**config.mk**
```make
export PLATFORM = sky130hd
export DESIGN_NAME = ss_bus_arbiter
export DESIGN_NICKNAME = d
export VERILOG_FILES = /design/src/rtl/ss_bus_arbiter.sv
export SDC_FILE = /design/constraint.sdc
export NUM_CORES = 1
export LEC_CHECK = 0
export ABC_AREA = 1
export CORE_ASPECT_RATIO = 0.5
export CORE_MARGIN = 1.5
export CORE_UTILIZATION = 42
export DETAILED_ROUTE_END_ITERATION = 12
export PLACE_DENSITY_LB_ADDON = 0.25
export SLEW_MARGIN = 15
export SYNTH_ARGS = -nofsm -noshare
export SYNTH_HDL_FRONTEND = slang
export SYNTH_SLANG_ARGS = --single-unit
```
**constraint.sdc**
```tcl
create_clock -name clk_sys -period 3 [get_ports clk_sys]
set_input_delay 0.3 -clock clk_sys [delete_from_list [all_inputs] [get_ports clk_sys]]
set_output_delay 0.3 -clock clk_sys [all_outputs]
set_load 0.005 [all_outputs]
```
**src/rtl/ss_bus_arbiter.sv**
```systemverilog
// ---------------------------------------------------------------------------
// ss_bus_arbiter
//
// Arbitrates two requesters (0: save-state controller, 1: debug/cheat engine)
// onto the shared save-state register bus. Before any bus access the core is
// asked to halt (ss_halt). The access is granted only once the core reports
// that the bus is safe (ss_ready). Back-to-back requests that arrive while the
// core is still halted are served without releasing the halt.
//
// Parameters
//   READ_LATENCY  cycles from bus_addr stable to bus_out valid (>= 1)
//   HALT_TIMEOUT  maximum HALT_WAIT cycles when SS_ARB_TIMEOUT_EN is defined
//
// Optional feature (compile-time macro SS_ARB_TIMEOUT_EN)
//   Defined   : HALT_WAIT gives up after HALT_TIMEOUT cycles. The round-robin
//               winner then receives ack, done and err in the same cycle, and
//               no bus access is made.
//   Undefined : HALT_WAIT waits indefinitely and err is constant 0.
//
// Ports
//   clk_sys                    in   system clock, rising edge
//   reset_n                    in   synchronous active-low reset
//   reqN_valid/we/addr/wdata   in   request from requester N (N = 0, 1)
//   reqN_ack                   out  one-cycle pulse, request accepted
//   reqN_done                  out  one-cycle pulse, access complete
//   rdata[31:0]                out  last read data, held until the next read
//   bus_addr[7:0]              out  shared bus address (holds last value)
//   bus_in[31:0]               out  shared bus write data (holds last write)
//   bus_wren                   out  shared bus write strobe
//   bus_out[31:0]              in   shared bus read data
//   ss_halt                    out  core halt request
//   ss_ready                   in   core halted, bus safe
//   err                        out  pulses together with done on an abort
// ---------------------------------------------------------------------------
module ss_bus_arbiter #(
  parameter int READ_LATENCY = 10,
  parameter int HALT_TIMEOUT = 255
) (
  input  logic        clk_sys,
  input  logic        reset_n,
  input  logic        req0_valid,
  input  logic        req0_we,
  input  logic [7:0]  req0_addr,
  input  logic [31:0] req0_wdata,
  input  logic        req1_valid,
  input  logic        req1_we,
  input  logic [7:0]  req1_addr,
  input  logic [31:0] req1_wdata,
  output logic        req0_ack,
  output logic        req1_ack,
  output logic        req0_done,
  output logic        req1_done,
  output logic [31:0] rdata,
  output logic [7:0]  bus_addr,
  output logic [31:0] bus_in,
  output logic        bus_wren,
  input  logic [31:0] bus_out,
  output logic        ss_halt,
  input  logic        ss_ready,
  output logic        err
);

  localparam int CNT_MAX = (READ_LATENCY > HALT_TIMEOUT) ? READ_LATENCY : HALT_TIMEOUT;
  localparam int CNT_W   = $clog2(CNT_MAX + 1);

  typedef enum logic [2:0] {
    S_IDLE      = 3'd0,
    S_HALT_WAIT = 3'd1,
    S_GRANT     = 3'd2,
    S_WRITE     = 3'd3,
    S_READ_WAIT = 3'd4,
    S_DONE      = 3'd5
  } state_t;

  state_t             r_state;
  state_t             w_state_nxt;
  logic [CNT_W-1:0]   r_cnt;
  logic               r_last;    // requester served most recently
  logic               r_owner;   // requester owning the current access

  logic               w_any;
  logic               w_win;
  logic               w_win_we;
  logic               w_access;
  logic               w_rd_last;
  logic               w_tmo;

  assign w_any = req0_valid | req1_valid;

  // Round-robin: a lone requester wins; on contention the one not served
  // last wins. r_last resets to 1 so requester 0 wins the first contention.
  assign w_win    = (req0_valid & req1_valid) ? ~r_last : req1_valid;
  assign w_win_we = w_win ? req1_we : req0_we;

  // A grant only turns into a bus access while the core is still halted.
  assign w_access  = (r_state == S_GRANT) & ss_ready & w_any;
  assign w_rd_last = (r_cnt == CNT_W'(READ_LATENCY - 1));

`ifdef SS_ARB_TIMEOUT_EN
  assign w_tmo = (r_state == S_HALT_WAIT) & ~ss_ready &
                 (r_cnt == CNT_W'(HALT_TIMEOUT - 1));
`else
  assign w_tmo = 1'b0;
`endif

  // State register
  always_ff @(posedge clk_sys) begin
    if (!reset_n) begin
      r_state <= S_IDLE;
    end else begin
      r_state <= w_state_nxt;
    end
  end

  // Next-state logic
  always_comb begin
    w_state_nxt = r_state;
    case (r_state)
      S_IDLE: begin
        if (w_any) w_state_nxt = S_HALT_WAIT;
      end
      S_HALT_WAIT: begin
        if (ss_ready)   w_state_nxt = S_GRANT;
        else if (w_tmo) w_state_nxt = S_IDLE;
      end
      S_GRANT: begin
        // Core resumed before the grant: re-request the halt.
        if (!ss_ready)      w_state_nxt = S_HALT_WAIT;
        else if (!w_any)    w_state_nxt = S_IDLE;
        else if (w_win_we)  w_state_nxt = S_WRITE;
        else                w_state_nxt = S_READ_WAIT;
      end
      S_WRITE: begin
        w_state_nxt = S_DONE;
      end
      S_READ_WAIT: begin
        if (w_rd_last) w_state_nxt = S_DONE;
      end
      S_DONE: begin
        // Burst: keep the halt when more work is pending and the core is halted.
        if (w_any && ss_ready) w_state_nxt = S_GRANT;
        else                   w_state_nxt = S_IDLE;
      end
      default: w_state_nxt = S_IDLE;
    endcase
  end

  // Output logic
  always_comb begin
    req0_ack  = 1'b0;
    req1_ack  = 1'b0;
    req0_done = 1'b0;
    req1_done = 1'b0;
    err       = 1'b0;
    ss_halt   = (r_state != S_IDLE);
    bus_wren  = (r_state == S_WRITE);
    if (w_access || (w_tmo && w_any)) begin
      req0_ack = ~w_win;
      req1_ack = w_win;
    end
    if (r_state == S_DONE) begin
      req0_done = ~r_owner;
      req1_done = r_owner;
    end else if (w_tmo && w_any) begin
      req0_done = ~w_win;
      req1_done = w_win;
      err       = 1'b1;
    end
  end

  // Counter, ownership and bus datapath
  always_ff @(posedge clk_sys) begin
    if (!reset_n) begin
      r_cnt    <= '0;
      r_last   <= 1'b1;
      r_owner  <= 1'b0;
      bus_addr <= '0;
      bus_in   <= '0;
      rdata    <= '0;
    end else begin
      // Counter restarts on every state change so each wait starts at 0.
      if (r_state != w_state_nxt) begin
        r_cnt <= '0;
      end else if (r_state == S_READ_WAIT) begin
        r_cnt <= r_cnt + 1'b1;
`ifdef SS_ARB_TIMEOUT_EN
      end else if (r_state == S_HALT_WAIT) begin
        r_cnt <= r_cnt + 1'b1;
`endif
      end

      if (w_access) begin
        r_owner  <= w_win;
        bus_addr <= w_win ? req1_addr : req0_addr;
        if (w_win_we) bus_in <= w_win ? req1_wdata : req0_wdata;
      end

      if (r_state == S_DONE) begin
        r_last <= r_owner;
      end else if (w_tmo && w_any) begin
        r_last <= w_win;
      end

      if ((r_state == S_READ_WAIT) && w_rd_last) begin
        rdata <= bus_out;
      end
    end
  end

endmodule

```
Word-level counts from Yosys, hierarchy flattened:

Cells that the tools add are included.

* add/sub/neg operators: 1
* equality and inequality tests: 7
* mux-type cells: 16
* bitwise gates (word level): 8
* reductions and logical operators: 6

Operator list (number)
* 2-to-1 mux 32 bit: 1
* 2-to-1 mux 3 bit: 6
* case mux 3 bit (6 select lines): 1
* adder 8 x 1 -> 8 bit (second input constant): 1
* equality test 8 x 4 -> 1 bit (second input constant): 1
* 2-to-1 mux 8 bit: 1
* equality test 3 x 2 -> 1 bit (second input constant): 2
* equality test 3 bit (second input constant): 2
* 2-to-1 mux 1 bit: 6
* inverter 1 bit: 4
* bitwise AND 1 bit: 3
* equality test 3 x 1 -> 1 bit (second input constant): 1
* zero test 3 bit: 1
* inequality test 3 bit: 1
* nonzero test 3 bit: 1
* logical AND 1 bit: 2
* 2-to-1 mux 2 bit: 1
* AND reduction 2 bit: 1
* OR reduction 2 bit: 1
* OR 1 bit: 1

* flip-flop bits (word level): 85
* output and inout bits: 79
* logic and storage cells: 45

Logic depth before layout (Yosys ltp):

* depth in word-level cells: 9
* mapped depth: 11

Worst setup path before layout:

Ideal clock, no wire load.

* path type: register -> register
* from: register r_cnt[2]
* to: register rdata[10]
* setup time: 113 ps
* arrival time: 1214 ps
* setup slack: 1672 ps
* stages on the path, launching flop included: 6
* clock period less this slack: 1328 ps
* cell sequence: dfxtp_1 nor4_1 nand2_4 buf_2 o21ai_1 nor2_1

* word-level cells in the longest chain between the ends: 2

RTL lines
* start, declared: RTL line 77 `logic [CNT_W-1:0] r_cnt;`
* start signal, assigned: RTL line 185 `r_cnt <= r_cnt + 1'b1;`
* equality test 8 x 4 -> 1 bit: RTL line 97 `assign w_rd_last = (r_cnt == CNT_W'(READ_LATENCY - 1));`
* logical AND 1 bit: RTL line 204 `if ((r_state == S_READ_WAIT) && w_rd_last) begin`
* end signal, assigned: RTL line 205 `rdata <= bus_out;`
* end, declared: RTL line 53 `output logic [31:0] rdata,`

No other way between the ends.
A chain may end at the register's enable or synchronous reset.

Final worst setup path:

* from: input port req1_valid
* to: output port req0_ack

* word-level cells in the longest chain between the ends: 4
* elaborated cells on any way between the ends: 6
* classes of those cells: mux (2); bitwise (4)

RTL lines
* start, declared: RTL line 45 `input logic req1_valid,`
* bitwise AND 1 bit: RTL line 92 `assign w_win = (req0_valid & req1_valid) ? ~r_last : req1_valid;`
* 2-to-1 mux 1 bit: RTL line 92
* inverter 1 bit
* 2-to-1 mux 1 bit (*): RTL line 157 `if (w_access || (w_tmo && w_any)) begin`
* end, declared: RTL line 49 `output logic req0_ack,`

Every way passes the cells marked *; elsewhere a longest branch is shown, timed or not.

==> results_dict.tcl <==
set metrics [dict create \
    status "finished clean" \
    gp_congestion 0.860 \
    finalCritPeriodShare_pct 81.3 \
    slew_headroom_pct 64.8 \
    final_util_pct 72.0 \
    critPathTopFamily "buffers and inverters" \
    drtPass1Iterations 6 \
    numCtsBuffers 9 \
    synth_edf_count 0 \
    clock_latency_ns 0.33 \
    synth_cells 479 \
    cts_setup_buffers 0 \
    pwr-share-seq_pct 44.5 \
    grt_pass1_wl_um 15200 \
    cts_root_buf "clkbuf_16" \
    pre_cts_slack_ns 0.563 \
    die_area_mm2 0.00922 \
    async_reset_ff_share_pct 0 \
    drt-initial-drc-count 182 \
    p_clk_share_pct 43.9 \
    die_h_um 68.6 \
    ant_nets 0 \
    dp_hpwl_um 7160 \
    p_leak_uw 0.00221 \
    finalNetCount 782 \
    overflow 0 \
    drv_slew 0 \
    seq_area_mm2 0.00170 \
    rsz0062_at_grt "no" \
    share_comb_of_total_power_pct 11.7 \
    placedInstanceArea_mm2 0.00557 \
    synthTopCellsByCount "nand2_1 (113), dfxtp_1 (85), nor2_1 (83)" \
    period_minus_slack_ns 2.44 \
    ys.warnings.count 0 \
    num_antenna_cells 0 \
    final_area_mm2 0.00588 \
    clockBufferDepth 2 \
    synth_nets 600 \
    viasPerCell 4.83 \
    cts_resized 0 \
    grt_pass1_vias 3198 \
    netlist_area_mm2 0.00362 \
    power_density_mw_per_mm2 439 \
    route.detailed.drc 0 \
    die_w_um 134 \
    crit_path_top_delay_cell "clkdlybuf4s50_1" \
    synth_ff_type "dfxtp_1" \
    path_buf_inv 4 \
    tritoncts "done" \
    synth_top_area_share_pct 47.0 \
    fillers 686 \
    p_int_uw 2020 \
    yosysMostFrequentCell "nand2_1" \
    worstPathArrival_ns 2.14 \
    yosysTopAreaCell "dfxtp_1" \
    rows 23 \
    htreeDepth 3 \
    finalHoldViolations 0 \
    drt-wirelength-per-cell_um 13.0 \
    cp-start-kind "input pin" \
    p_sw_share_pct 21.7 \
    ctsHoldBuffers 0 \
    path_max_fanout 11 \
    setup_tns_ns 0 \
    p_sw_uw 561 \
    fmax_mhz 410 \
    rrSetupSlack_ns 1.19 \
    setup_slack_ns 0.561 \
    portBuffers 196 \
    cap_violations 0 \
    avgSynthCellArea_um2 7.55 \
    path_clk_slew_ns 0.06 \
    criticalPathCategory "input pin to output pin" \
    yosysSeqAreaShare_pct 47.0 \
    worst_pin_slew_ns 0.527 \
    ir_worst_vdd_mv 0.330 \
    vias 3761 \
    antenna_found_initial 0 \
    grt_use_total_pct 20.9 \
    synth_cell_types 32 \
    drive_gt1_share_pct 6.16 \
    finalWirelength_um 10100 \
    area_growth_pct 62.5 \
    max_stage_delay_ns 0.61 \
    grt_max_degree 65 \
    path_cells "clkdlybuf4s50_1, inv_2, nand2_1, nand2_1, nor2_4, inv_2, nor2_4, clkdlybuf4s50_1" \
    multi_input_area_mm2 0.00167 \
    pin_count 198 \
    setup_viol 0 \
    cp-end-kind "output pin" \
    ys_top_cells_by_area "dfxtp_1 (47%), nand2_1 (12%), nor2_1 (8.6%), a31oi_1 (7.1%), o21ai_1 (5.5%)" \
    cp_data_required_time_ns 2.70 \
    ys_ff_latch 85 \
    coreArea_mm2 0.00817 \
    holdWs_ns 0.322 \
    cts_sinks 85 \
    hp-class "input pin to flip-flop" \
    start_util_pct 44.3 \
    timing.clock.skew_ns 0.00743 \
]
-- power groups by stage --
stage,clock network [uW],registers (uW),logic [uW]
after floorplan,0,1170,108
after global placement,0,1170,300
after detailed placement,0,1170,301
after CTS,1160,1150,303
after global routing,1210,1150,330
final,1130,1150,301
-- registers in the layout, indices dropped and copies added (netlist names) --
signal / count
bus_addr: 8
bus_in: 32
r_cnt: 8
r_last: 1
r_owner: 1
r_state: 3
rdata: 32
-- per-stage QoR --
step | power, uW | cells
finish | 2580 | 778
global route | 2680 | 778
CTS | 2600 | 778
detailed placement | 1470 | 762
global placement | 1470 | 762
floorplan | 1280 | 479
-- layer usage --
layer	part of all wire (%)	track usage, %
met4	1.1	6.45
met1	43	25.4
met3	8.6	8.11
met2	48	35.0
met5	0	0
-- cell families after synthesis --
logic type	count (synthesis)	share of synthesized area [%]
flip-flops	85	47.0
other	1	0.104
XOR/XNOR	7	1.69
adder cells (fa/ha/maj)	2	0.691
AO/OA/AOI/OAI	114	17.4
buffers and inverters	47	6.95
AND/OR/NAND/NOR	223	26.2
-- final timing paths --
kind,end,start,cells past startpoint
hold / removal,rdata[22]$_SDFFE_PN0P_,reset_n,3
setup reg to reg,rdata[9]$_SDFFE_PN0P_,r_state[1]$_SDFF_PN0_,9
hold reg to reg,rdata[20]$_SDFFE_PN0P_,rdata[20]$_SDFFE_PN0P_,2
setup / recovery,req0_ack,req1_valid,8
-- cell usage in the layout (no fill, tap or decap), types with 4 or more instances in the layout --
cell type,n
clkdlybuf4s50_1,195
nand2_1,113
dfxtp_1,85
nor2_1,83
a31oi_1,41
o21ai_1,40
o21ai_0,27
nand3_1,10
inv_1,10
clkbuf_16,9
inv_2,6
xor2_1,4
a21oi_1,4
clkinv_4,4
-- cell type report --
class                           count  area share (%)
Inverter                           19            1.38
Timing Repair Buffer              199            33.7
Sequential cell                    85            28.9
Multi-Input combinational cell    347            28.3
Tap cell                          112            2.38
Clock buffer                       12            4.36
Clock inverter                      4           0.957
-- tightest hold or removal path, delay by kind of cell --
family | cells | cell delay (ns)
buffers and inverters | 1 | 0.17
and+or+nand+nor | 1 | 0.04
AOI/OAI and AO/OA | 1 | 0.09
No activity file was read; power rests on OpenSTA's default activity.
